$ cat src/rtl/bcd_to_signed_binary_if.sv
// Request/response bundle between the digit-entry logic and the BCD-to-binary converter.
// The master drives a request; the slave reports progress and the converted result.
interface bcd_to_signed_binary_if #(
   parameter int DIGITS = 4,
   parameter int OUT_W  = 16
);
   logic                  valid;
   logic [4*DIGITS-1:0]   BCD_code;
   logic                  sign;
   logic                  busy;
   logic                  ready;
   logic [OUT_W-1:0]      number;
   logic                  error;

   modport master (
      output valid, BCD_code, sign,
      input  busy, ready, number, error
   );

   modport slave (
      input  valid, BCD_code, sign,
      output busy, ready, number, error
   );
endinterface

$ cat src/rtl/bcd_to_signed_binary.sv
// Sequential sign + packed-BCD to two's-complement converter using reverse double-dabble,
// one magnitude bit per clock, with a valid/ready handshake carried on bcd_to_signed_binary_if.
module bcd_to_signed_binary #(
   parameter int DIGITS = 4,
   parameter int BIN_W  = 14,
   parameter int OUT_W  = 16
) (
   input  logic                   clk,
   input  logic                   rst,
   bcd_to_signed_binary_if.slave  bus
);

   localparam int BCD_W = 4 * DIGITS;
   localparam int CNT_W = $clog2(BIN_W + 1);

   typedef enum logic [1:0] {
      IDLE,
      CONVERT,
      APPLY_SIGN,
      DONE
   } state_t;

   state_t                   r_state;
   state_t                   w_nextState;
   logic [BCD_W-1:0]         r_bcd;
   logic [BIN_W-1:0]         r_bin;
   logic                     r_sign;
   logic [CNT_W-1:0]         r_cnt;
   logic [OUT_W-1:0]         r_number;
   logic                     r_error;
   logic                     w_digitsOk;
   logic                     w_lastShift;
   logic [BCD_W+BIN_W-1:0]   w_shift;
   logic [BCD_W-1:0]         w_bcdNext;
   logic [BIN_W-1:0]         w_binNext;
   logic [OUT_W-1:0]         w_mag;
   logic [OUT_W-1:0]         w_signed;

   always_comb begin
      w_digitsOk = 1'b1;
      for (int d = 0; d < DIGITS; d++) begin
         if (bus.BCD_code[4*d +: 4] > 4'd9) begin
            w_digitsOk = 1'b0;
         end
      end
   end

   // One reverse double-dabble step: shift right, then pull every digit that reached 8+ back by 3.
   always_comb begin
      w_shift   = {r_bcd, r_bin} >> 1;
      w_binNext = w_shift[BIN_W-1:0];
      w_bcdNext = w_shift[BCD_W+BIN_W-1:BIN_W];
      for (int d = 0; d < DIGITS; d++) begin
         if (w_shift[BIN_W + 4*d +: 4] >= 4'd8) begin
            w_bcdNext[4*d +: 4] = w_shift[BIN_W + 4*d +: 4] - 4'd3;
         end
      end
   end

   assign w_lastShift = (r_cnt == CNT_W'(BIN_W - 1));
   assign w_mag       = {{(OUT_W - BIN_W){1'b0}}, r_bin};
   assign w_signed    = r_sign ? (~w_mag + 1'b1) : w_mag;

   always_ff @(posedge clk or negedge rst) begin
      if (!rst) begin
         r_state <= IDLE;
      end else begin
         r_state <= w_nextState;
      end
   end

   always_comb begin
      w_nextState = r_state;
      case (r_state)
         IDLE: begin
            if (bus.valid) begin
               w_nextState = w_digitsOk ? CONVERT : DONE;
            end
         end
         CONVERT: begin
            if (w_lastShift) begin
               w_nextState = APPLY_SIGN;
            end
         end
         APPLY_SIGN: w_nextState = DONE;
         DONE:       w_nextState = IDLE;
         default:    w_nextState = IDLE;
      endcase
   end

   always_comb begin
      bus.busy  = (r_state != IDLE);
      bus.ready = (r_state == DONE);
   end

   assign bus.number = r_number;
   assign bus.error  = r_error;

   // number/error only change on the edge entering DONE so they stay stable through the ready cycle.
   always_ff @(posedge clk or negedge rst) begin
      if (!rst) begin
         r_bcd    <= '0;
         r_bin    <= '0;
         r_sign   <= 1'b0;
         r_cnt    <= '0;
         r_number <= '0;
         r_error  <= 1'b0;
      end else begin
         case (r_state)
            IDLE: begin
               if (bus.valid) begin
                  if (w_digitsOk) begin
                     r_bcd  <= bus.BCD_code;
                     r_bin  <= '0;
                     r_sign <= bus.sign;
                     r_cnt  <= '0;
                  end else begin
                     r_number <= '0;
                     r_error  <= 1'b1;
                  end
               end
            end
            CONVERT: begin
               r_bcd <= w_bcdNext;
               r_bin <= w_binNext;
               r_cnt <= r_cnt + 1'b1;
            end
            APPLY_SIGN: begin
               r_number <= w_signed;
               r_error  <= 1'b0;
            end
            default: begin
            end
         endcase
      end
   end

endmodule

$ cat src/flat_wrapper.sv
// flat-port wrapper written by rule: the top's interface ports become plain ports
module bcd_to_signed_binary_flat 
#(
   parameter int DIGITS = 4,
   parameter int BIN_W  = 14,
   parameter int OUT_W  = 16
)
  (clk, rst, bus_valid, bus_BCD_code, bus_sign, bus_busy, bus_ready, bus_number, bus_error);
  bcd_to_signed_binary_if #(.DIGITS(DIGITS), .OUT_W(OUT_W)) bus_i ();
  input  logic clk;
  input  logic rst;
  input wire logic [$bits(bus_i.valid)-1:0] bus_valid;
  input wire logic [$bits(bus_i.BCD_code)-1:0] bus_BCD_code;
  input wire logic [$bits(bus_i.sign)-1:0] bus_sign;
  output wire logic [$bits(bus_i.busy)-1:0] bus_busy;
  output wire logic [$bits(bus_i.ready)-1:0] bus_ready;
  output wire logic [$bits(bus_i.number)-1:0] bus_number;
  output wire logic [$bits(bus_i.error)-1:0] bus_error;
  assign bus_i.valid = bus_valid;
  assign bus_i.BCD_code = bus_BCD_code;
  assign bus_i.sign = bus_sign;
  assign bus_busy = bus_i.busy;
  assign bus_ready = bus_i.ready;
  assign bus_number = bus_i.number;
  assign bus_error = bus_i.error;
  bcd_to_signed_binary #(.DIGITS(DIGITS), .BIN_W(BIN_W), .OUT_W(OUT_W)) u_core (.clk(clk), .rst(rst), .bus(bus_i));
endmodule
$ cat config.mk
export PLATFORM = sky130hd
export DESIGN_NAME = bcd_to_signed_binary_flat
export DESIGN_NICKNAME = d
export VERILOG_FILES = /design/src/rtl/bcd_to_signed_binary_if.sv /design/src/rtl/bcd_to_signed_binary.sv /design/src/flat_wrapper.sv
export SDC_FILE = /design/constraint.sdc
export NUM_CORES = 1
export LEC_CHECK = 0
export ABC_AREA = 1
export CAP_MARGIN = 15
export CORE_ASPECT_RATIO = 0.7
export CORE_UTILIZATION = 25
export DETAILED_ROUTE_END_ITERATION = 6
export PLACE_DENSITY = 0.53
export SLEW_MARGIN = 20
export SYNTH_ARGS = -nofsm -noshare
export SYNTH_HDL_FRONTEND = slang
export SYNTH_SLANG_ARGS = --single-unit
$ cat constraint.sdc
create_clock -name clk -period 3.2 [get_ports clk]
set_clock_uncertainty 0.2 [all_clocks]
set_input_delay 0.32 -clock clk [delete_from_list [all_inputs] [get_ports clk]]
set_output_delay 0.32 -clock clk [all_outputs]
set_load 0.02 [all_outputs]
Yosys cells after proc, flatten, opt, wreduce, memory -nomap -nowiden
Index checks and enable logic that the tools add are counted.
- logic and storage cells: 66
- output and inout port bits: 19
- flip-flop bits (word level): 54
- input port bits: 20
- muxes and demuxes: 28
- equality and inequality tests: 8
- bitwise gates (word level): 1
- $add $sub $neg: 6
- reductions and logical operators: 8
- order comparisons: 8
- operators by type and width (kind ; count):
    $mux 16 ; 5
    $pmux 16 s2 ; 2
    $mux 14 ; 2
    $pmux 14 s2 ; 1
    $mux 4 ; 6
    $add 16x1->16 const B ; 1
    $gt 4x4->1 const B ; 4
    $not 14->16 ; 1
    $ge 4x4->1 const B ; 3
    $sub 4x2->4 const B ; 3
    $reduce_and 3->1 ; 3
    $pmux 2 s4 ; 1
    $pmux 4 s2 ; 1
    $mux 1 ; 6
    $mux 2 ; 3
    $reduce_bool 2->1 ; 3
    $add 4x1->4 const B ; 1
    $eq 2x2->1 const B ; 2
    $eq 4x4->1 const B ; 1
    $ge 3x4->1 const B ; 1
    $ne 2x1->1 const B ; 2
    $ne 2x2->1 const B ; 2
    $sub 3x2->4 const B ; 1
    $eq 2x1->1 const B ; 1
    other kinds (3) ; 3

Logic depth before layout (Yosys ltp)
Gate-level depths: netlist of the first run.
- depth in word-level cells: 8
- gate-level depth with buffers: 11
- mapped depth without buffers: 11

Worst setup path before layout of the first run
Ideal clock, no wire load.
- path kind: reg2reg
- start: register u_core.r_state[1]
- end: register u_core.r_bcd[14]
- path buffers: 2
- stages on the path, launching flop included: 9
- arrival time: 1390 ps
- period minus slack after synthesis: 1714 ps
- setup time: 124 ps
- slack: 1486 ps
- data required time: 2876 ps
- path through: dfrtp_1 > inv_1 > ha_1 > buf_2 > inv_1 > clkbuf_1 > or2_2 > o211ai_1 > nand2_1
- longest elaborated chain between the ends: 3
- elaborated cells between the ends (all ways): 7
- those cells by class: 3 x eq/ne; 1 x mux; 3 x reduce/logical
- ends and longest elaborated chain (item ; line ; RTL):
    from (decl) ; bcd_to_signed_binary.sv:23 ; state_t r_state;
    from (signal assigned) ; bcd_to_signed_binary.sv:68 ; r_state <= w_nextState;
    $logic_not 2->1 / $eq 2x1->1 (equally long branches) ; bcd_to_signed_binary.sv:109 ; case (r_state)
    $ne 2x1->1 (no line), or another cell as far along ; - ;
    $reduce_and 3->1 (no line) ; - ;
    to (signal assigned) ; bcd_to_signed_binary.sv:113 ; r_bcd <= bus.BCD_code;
    to (signal assigned) ; bcd_to_signed_binary.sv:124 ; r_bcd <= w_bcdNext;
    to (decl) ; bcd_to_signed_binary.sv:25 ; logic [BCD_W-1:0] r_bcd;
Several ways; a longest one is shown, not always the timed one.
A chain may end at the register's enable or synchronous reset.

Worst setup path in the final report of the first run
- start: register u_core.r_state[0]
- end: output port bus_busy
- longest elaborated chain between the ends: 1
- ends and longest elaborated chain (item ; line ; RTL):
    $reduce_bool 2->1 ; bcd_to_signed_binary.sv:92 ; bus.busy = (r_state != IDLE);
    to (decl) ; flat_wrapper.sv:15 ; output wire logic [$bits(bus_i.busy)-1:0] bus_busy;
No other way between the ends.

==> metrics, run 1 <==
PwrDens=706 mW/mm^2; Ys Warns=0; Clock Sinks=54; initial antenna violation count=0; status=finished, final reports clean; VDD IR max=0.000467 V; TNS Setup=0 ps; Min Clock Period, post-route=2280 ps; combinational power share=0.413; Synth Area per Inst=7.62 um^2; antenna fix cells=0; Crit. End Element=primary output; Setup-failing EPs final=0; H-tree depth=2; Min-Delay Startpoint=u_core.bus.number[12]$_DFFE_PN0P_; flops & latches, synth=54; Die X=134 um; slew margin rel.=0.629; Via-to-Cell Ratio=4.38; total core area=0.0119 mm^2; first-pass GRT wire length=12500 um; Tightest Pin Transition=556 ps; Synth Cell Area=0.00307 mm^2; TritonCTS clock tree=done; # DRC=0; final wirelength=7410 um; num ports=39; I/O Buffers=38; total power=2.62 mW; share of layout cells above drive strength 1=0.0638; post-synth cell types=26; Root Buffer=clkbuf_16; nets=472; CP Launch Type=register; Tcrit/Tclk final=0.713; Clock Latency Late Sink=300 ps; FP Rows=33; Worst Hold Class=register to register; remaining global-route overflow=0; RR Startpoint=u_core.r_state[0]$_DFFE_PN0P_; Slew Viols, Final=0; clock network power share=0.207; Max-cap violations=0; vias in the first global route=2536; WP data required=2680 ps; RSZ-0062 raised after global routing=no; total track usage=0.127; Util after Layout=0.314; Leak Pwr=1.80 nW; Clock Pin Slew Worst Setup and Hold Paths=70 ps; Layout area overhead=21.1%; Synthesized Nets=437; HPWL after DPL=5490 um; cells after synthesis=403; maximum clock rate=438 MHz; crit path kind=register to primary output; Pre-Repair DR Iteration Count=6; post-DR wirelength/cell=12.4 um; chip height=94.7 um; starting density of the core=0.259; largest net degree at the start of global routing=39; Cell Int Power=1.50 mW; total vias in the final route=2608; Reg power frac=0.380; Switching Share=0.430; Num CTS Buffers=5; Worst Setup SP=u_core.r_state[0]$_DFFE_PN0P_; violation count after the first detailed-route iteration=149; sequential share of the synthesized area=0.440; final hold violation count=0; Arr. time, crit path=1760 ps; crit-path max FO=4; sw power=1.13 mW; Longest Clk Path Bufs=2; Final Wtd Congestion=0.779; Fillers=1260; ANT nets after route=0; Die ar.=0.0127 mm^2
layout make-up:
cell class / instances / area, um^2 / share of cell area
clock inverter: 2 / 13.8 / 0.00370
tap: 157 / 196 / 0.0528
multi-input combinational: 290 / 1450 / 0.390
inverter: 45 / 169 / 0.0454
sequential: 54 / 1350 / 0.363
clock buffer: 6 / 129 / 0.0347
timing repair buffer: 42 / 408 / 0.110
cells by family after synthesis:
group	Yosys count	share of synthesized area
AO/OA/AOI/OAI	73	0.129
XOR/XNOR	8	0.0228
buffers and inverters	59	0.0876
flip-flops	54	0.440
AND/OR/NAND/NOR	195	0.264
adder cells (fa/ha/maj)	14	0.0570
critical path, stage by stage (launching register included):
cell,delay (ps)
dfrtp_1,400
inv_1,100
ha_1,210
inv_1,120
clkdlybuf4s50_1,630
final timing paths:
path / end / slack, ps / depth (start not counted)
min in group asynchronous: u_core.r_state[0]$_DFFE_PN0P_ / 300 / 2
max in group asynchronous: u_core.bus.number[10]$_DFFE_PN0P_ / 1630 / 3
min: u_core.bus.number[12]$_DFFE_PN0P_ / 280 / 2
max reg2reg: u_core.r_bcd[13]$_DFFE_PN0P_ / 1040 / 9
max: bus_busy / 920 / 4
min reg2reg: u_core.bus.number[12]$_DFFE_PN0P_ / 280 / 2
layer usage:
layer / wire, um / up-vias / global-route usage
li1: - / 1345 / -
met1: 4140 / 1197 / 0.188
met2: 2860 / 59 / 0.181
met3: 318 / 7 / 0.0252
met4: 93 / 0 / 0.0449
met5: 0 / - / 0
registers in the layout (all words and copies together), names as in the netlist:
signal	cells
u_core.r_bin	14
u_core.bus.error	1
u_core.r_sign	1
u_core.bus.number	16
u_core.r_state	2
u_core.r_bcd	16
u_core.r_cnt	4
power groups by stage:
stage               Combinational (mW)  Sequential, mW  Clock (mW)
detailed placement                1.09            1.00           0
global placement                  1.08            1.00           0
CTS                               1.10           0.994       0.564
floorplan                        0.845           0.977           0
global route                      1.23            1.02       0.588
finish                            1.08           0.998       0.543
cell usage after synthesis:
master / instances / area (um^2)
a21oi_1: 3 / 15.0
a31oi_1: 1 / 6.26
buf_2: 5 / 25.0
buf_6: 4 / 45.0
buf_8: 1 / 15.0
clkbuf_1: 4 / 15.0
dfrtp_1: 54 / 1350
ha_1: 14 / 175
inv_1: 44 / 165
inv_2: 1 / 3.75
nand2_1: 122 / 458
nand2_2: 3 / 18.8
nand3_1: 24 / 120
nand3_2: 3 / 30.0
nand4_1: 3 / 18.8
nor2_1: 34 / 128
nor2_2: 2 / 12.5
nor3_1: 1 / 5.00
o211ai_1: 3 / 22.5
o21ai_0: 43 / 215
o21ai_1: 16 / 80.1
o21ai_2: 5 / 43.8
o22ai_1: 1 / 6.26
o31ai_1: 1 / 7.51
or2_2: 3 / 18.8
xor2_1: 8 / 70.1
timing repair:
action	CTS	global route
resized for setup	0	0
endpoints found under the hold margin	16	0
setup buffers	0	0
hold buffers	1	0
placed cells by master, fill, tap and decap left out:
cell / count
a31oi_1: 1
inv_2: 1
nand2_2: 3
clkinv_4: 1
ha_1: 14
nand4_1: 3
o211ai_1: 3
o22ai_1: 1
nand2_1: 122
dfrtp_1: 54
o21ai_1: 16
or2_2: 3
clkbuf_1: 1
nor2_2: 2
o21ai_2: 5
clkbuf_16: 5
clkinv_2: 1
a21oi_1: 3
inv_1: 44
clkdlybuf4s50_1: 37
nor2_1: 34
xor2_1: 8
nand3_1: 24
buf_2: 1
buf_4: 3
o31ai_1: 1
nand3_2: 3
dlygate4sd3_1: 1
nor3_1: 1
o21ai_0: 43
per-stage QoR:
stage | hold slack (ps) | instance area [um^2] | setup slack (ps) | cells
final | 281 | 3720 | 919 | 596
after global routing | 300 | 3720 | 818 | 596
after CTS | 286 | 3720 | 916 | 596
after detailed placement | 72.4 | 3570 | 725 | 587
after global placement | 70.7 | 3570 | 802 | 587
after floorplan | -176 | 3070 | 1490 | 403
(Power assumes the default switching activity.)
==> run 2: changes to the inputs <==
==> constraint.sdc (replaced) <==
create_clock -name clk -period 2.25 [get_ports clk]
set_clock_uncertainty 0.2 [all_clocks]
set_input_delay 0.225 -clock clk [delete_from_list [all_inputs] [get_ports clk]]
set_output_delay 0.225 -clock clk [all_outputs]
set_load 0.02 [all_outputs]
==> run 2 against run 1 <==
Net effect:
- sequential share of layout area shrank 0.68 points
- sequential power is 38% higher
- die area unchanged
- non-clock buffer count up 4
- critical path depth grew 2
- register-to-register slack worse by 730 ps
- design area grew 1.9%
- combinational power is 52% higher
- critical path type is now register to register
==> metrics, run 2 (synthesis gave the netlist of run 1 again) <==
remaining global-route overflow=0; Root Buffer=clkbuf_16; post-CTS setup buffer count=0; largest net degree at the start of global routing=55; I/O Buffers=38; Slew Viols, Final=0; Clock Pin Slew Worst Setup and Hold Paths=70 ps; most frequent cells in the layout=122 x nand2_1, 54 x dfrtp_1, 44 x inv_1, 43 x o21ai_0, 36 x clkdlybuf4s50_1; first-pass GRT wire length=13000 um; nets=476; chip height=94.7 um; crit path kind=register to register; ANT nets after route=0; status=finished, final reports clean; TNS Setup=0 ps; Die X=134 um; antenna fix cells=0; PwrDens=1030 mW/mm^2; total vias in the final route=2569; Via-to-Cell Ratio=4.29; # DRC=0; Layout area overhead=23.4%; VDD IR max=0.000599 V; Num CTS Buffers=5; vias in the first global route=2602; Clock Sinks=54; TritonCTS clock tree=done; Longest Clk Path Bufs=2; Min Clock Period, post-route=1940 ps; Die ar.=0.0127 mm^2; CP Launch Type=register; maximum clock rate=515 MHz; commonest non-fill, non-tap cell in the layout=nand2_1; final hold violation count=0; Tcrit/Tclk final=0.862; crit-path max FO=20; Pre-Repair DR Iteration Count=4; slew margin rel.=0.627; Fillers=1255; post-DR wirelength/cell=12.3 um; violation count after the first detailed-route iteration=142; Fin Hold WS=256 ps; FP Rows=33; Arr. time, crit path=1920 ps; Max-cap violations=0; HPWL after DPL=5430 um; share of layout cells above drive strength 1=0.0724; H-tree depth=2; final wirelength=7350 um; Leak Pwr=1.84 nW; Setup-failing EPs final=0; Crit. End Element=register; num ports=39; total core area=0.0119 mm^2; initial antenna violation count=0; WP data required=2230 ps; starting density of the core=0.259; Worst Hold Class=input pin to asynchronous set/reset pin; Clock Latency Late Sink=290 ps; total track usage=0.130; RSZ-0062 raised after global routing=no; Final Wtd Congestion=0.768; Tightest Pin Transition=558 ps
==> run 2: path summary, 6_finish.rpt <==
path                                                  start                          endpoint  slack (ps)  cells past startpoint
max reg2reg                   u_core.r_state[1]$_DFFE_PN0P_      u_core.r_bcd[14]$_DFFE_PN0P_         310                      6
max in group asynchronous                               rst       u_core.r_bcd[1]$_DFFE_PN0P_        1330                      3
min                                                     rst       u_core.r_bcd[5]$_DFFE_PN0P_         260                      3
min in group clk           u_core.bus.number[5]$_DFFE_PN0P_  u_core.bus.number[5]$_DFFE_PN0P_         280                      2
max                           u_core.r_state[1]$_DFFE_PN0P_      u_core.r_bcd[14]$_DFFE_PN0P_         310                      6
min reg2reg                u_core.bus.number[5]$_DFFE_PN0P_  u_core.bus.number[5]$_DFFE_PN0P_         280                      2
==> run 2: area by class of cell <==
cell class / instances / area (um^2) / area share
multi-input cells: 290 / 1450 / 0.383
flip-flops and latches: 54 / 1350 / 0.357
repair buffers: 46 / 453 / 0.120
well taps: 157 / 196 / 0.0518
inverters: 45 / 169 / 0.0446
clock buffers: 6 / 139 / 0.0366
clock inverters: 1 / 30.0 / 0.00792
==> run 2: routing by layer <==
layer,GRT usage,part of all wire
met5,0,0
met4,0.0403,0.013
met3,0.0268,0.042
met2,0.187,0.38
met1,0.194,0.57
==> run 2: power breakdown <==
part / leakage [nW] / total (mW) / switching [mW] / internal [mW]
logic: 1.04 / 1.64 / 1.08 / 0.561
clock network: 0.0829 / 0.895 / 0.345 / 0.550
registers: 0.721 / 1.38 / 0.185 / 1.20
total: 1.84 / 3.92 / 1.61 / 2.31
==> run 2: timing repair <==
item / 4_1_cts / 5_1_grt
resized for setup: 0 / 1
hold endpoints to repair: 54 / 0
hold buffers: 1 / 0
endpoints found under the setup margin: 0 / 1
==> run 2: critical path, stage by stage (launching register included) <==
cell and delay (ps):
dfrtp_1 400, inv_1 140, ha_1 260, inv_1 290, or2_2 380, o211ai_1 90
nand2_1 70
==> run 2: stage by stage <==
stage | util | power (mW) | worst slack [ps] | instance area [um^2] | instances
2_1_floorplan | - | 2.59 | 536 | 3070 | 403
3_5_place_dp | 0.305 | 3.03 | 132 | 3610 | 591
6_report | 0.320 | 3.92 | 310 | 3790 | 599
4_1_cts | 0.320 | 3.96 | 68.6 | 3790 | 599
3_3_place_gp | 0.305 | 3.02 | 116 | 3610 | 591
5_1_grt | 0.320 | 4.27 | 97.5 | 3790 | 599
==> run 3: changes to the inputs <==
--- a/config.mk
+++ b/config.mk
@@ -7,10 +7,9 @@
 export LEC_CHECK = 0
 export ABC_AREA = 1
 export CAP_MARGIN = 15
-export CORE_ASPECT_RATIO = 0.7
+export CORE_ASPECT_RATIO = 1.5
 export CORE_UTILIZATION = 25
 export DETAILED_ROUTE_END_ITERATION = 6
-export PLACE_DENSITY = 0.53
 export SLEW_MARGIN = 20
 export SYNTH_ARGS = -nofsm -noshare
 export SYNTH_HDL_FRONTEND = slang
==> run 3 against run 2 <==
Net effect:
- clock power down 3.1%
- combinational power shrank 3%
- sequential power barely moved
- hold slack better by 23 ps
- count of clock-buffer cells in the layout unchanged
- critical path depth fell by 4
- global-route usage is 1.9 points lower
- sequential share of layout area increased by 0.12 points
- power fell by 2.1%
- non-clock buffer count up 1
- setup slack improved by 70 ps
==> metrics, run 3 (synthesis gave the netlist of run 1 again) <==
Min-Delay Startpoint=u_core.r_bcd[14]$_DFFE_PN0P_; final wirelength=6540 um; routed length on met2=3420 um; H-tree depth=2; total track usage=0.111; first-pass GRT wire length=11600 um; nets=477; vias in the first global route=2538; Clock Sinks=54; crit-path max FO=3; Slew Viols, Final=0; maximum clock rate=535 MHz; status=finished, final reports clean; Clock Pin Slew Worst Setup and Hold Paths=70 ps; TNS Setup=0 ps; HPWL after DPL=5050 um; Arr. time, crit path=1450 ps; post-DR wirelength/cell=11.0 um; VDD IR max=0.000444 V; Num CTS Buffers=5; Setup-failing EPs final=0; WP data required=1820 ps; RR Startpoint=u_core.r_state[1]$_DFFE_PN0P_; num ports=39; total vias in the final route=2613; Final Wtd Congestion=0.821; Die X=92.5 um; Worst Hold Class=register to register; Via-to-Cell Ratio=4.38; Pre-Repair DR Iteration Count=4; TritonCTS clock tree=done; Crit. End Element=primary output; post-CTS setup buffer count=0; Leak Pwr=1.83 nW; final hold violation count=0; Max-cap violations=0; Worst Setup SP=u_core.r_state[0]$_DFFE_PN0P_; Layout area overhead=23.0%; antenna fix cells=0; routed wl met3=205 um; Fillers=1282; crit path kind=register to primary output; commonest non-fill, non-tap cell in the layout=nand2_1; RSZ-0062 raised after global routing=no; CP Launch Type=register; Min Clock Period, post-route=1870 ps; Longest Clk Path Bufs=2; most frequent cells in the layout=122 x nand2_1, 54 x dfrtp_1, 44 x inv_1, 43 x o21ai_0, 36 x clkdlybuf4s50_1; initial antenna violation count=0; remaining global-route overflow=0; Die ar.=0.0127 mm^2; total core area=0.0120 mm^2; DR top layer=met4; wl on met1=2890 um; violation count after the first detailed-route iteration=105; Tcrit/Tclk final=0.831; chip height=138 um; slew margin rel.=0.574; Root Buffer=clkbuf_16; Util after Layout=0.316; starting density of the core=0.257; I/O Buffers=38; share of layout cells above drive strength 1=0.0743; Tightest Pin Transition=639 ps; ANT nets after route=0; # DRC=0; Clock Latency Late Sink=290 ps; PwrDens=1020 mW/mm^2; largest net degree at the start of global routing=29; FP Rows=49
-- run 3: cell types whose count changed in the layout (fill, tap and decap cells not counted) --
cell,delta
buf_12,-1
buf_4,+2
clkbuf_1,+1
clkbuf_8,-1
clkinvlp_4,+1
-- run 3: worst paths after layout --
| kind | end | slack, ps | cells after the start |
|---|---|---|---|
| worst max-delay path | bus_ready | 380 | 2 |
| worst min-delay path | u_core.r_bcd[14]$_DFFE_PN0P_ | 280 | 2 |
| worst max register to register | u_core.r_bcd[14]$_DFFE_PN0P_ | 390 | 6 |
| worst min register to register | u_core.r_bcd[14]$_DFFE_PN0P_ | 280 | 2 |
| max in group asynchronous | u_core.r_bcd[0]$_DFFE_PN0P_ | 910 | 3 |
| min in group asynchronous | u_core.bus.number[0]$_DFFE_PN0P_ | 300 | 2 |
-- run 3: layout make-up --
| class | instances | area, um^2 | area share |
|---|---|---|---|
| Clock buffer | 6 | 129 | 0.0341 |
| Clock inverter | 2 | 37.5 | 0.00994 |
| Inverter | 45 | 169 | 0.0447 |
| Multi-Input combinational cell | 290 | 1450 | 0.384 |
| Sequential cell | 54 | 1350 | 0.358 |
| Tap cell | 153 | 191 | 0.0507 |
| Timing Repair Buffer | 47 | 448 | 0.119 |
-- run 3: critical path: stages, from the launching register on --
cell	delay (ps)
dfrtp_1	380
ha_1	180
clkdlybuf4s50_1	600
-- run 3: per-layer routing --
| layer | up-vias | GRT usage |
|---|---|---|
| met5 | - | 0 |
| met4 | 0 | 0.0269 |
| met3 | 2 | 0.0166 |
| met2 | 49 | 0.210 |
| met1 | 1203 | 0.130 |
| li1 | 1359 | - |
-- run 3: report_power, final --
part	switching (mW)	total [mW]	leakage, nW	internal [mW]
registers	0.183	1.38	0.721	1.20
logic	1.02	1.59	1.04	0.563
clock network	0.341	0.867	0.0771	0.526
-- run 3: stage by stage --
| step | hold slack [ps] | instance area [um^2] | cells | worst slack [ps] | power (mW) |
|---|---|---|---|---|---|
| 2_1_floorplan | -271 | 3070 | 403 | 536 | 2.59 |
| 3_3_place_gp | 88.0 | 3600 | 588 | 191 | 2.96 |
| 3_5_place_dp | 95.8 | 3600 | 588 | 196 | 3.00 |
| 4_1_cts | 281 | 3770 | 597 | 78.0 | 3.89 |
| 5_1_grt | 310 | 3780 | 597 | 175 | 4.16 |
| 6_report | 279 | 3780 | 597 | 380 | 3.84 |
-- run 3: repair_timing --
item                                   CTS  global route
endpoints found under the hold margin   26             0
setup endpoints to repair                0             1
gates resized for setup                  0             1
hold buffers                             1             0
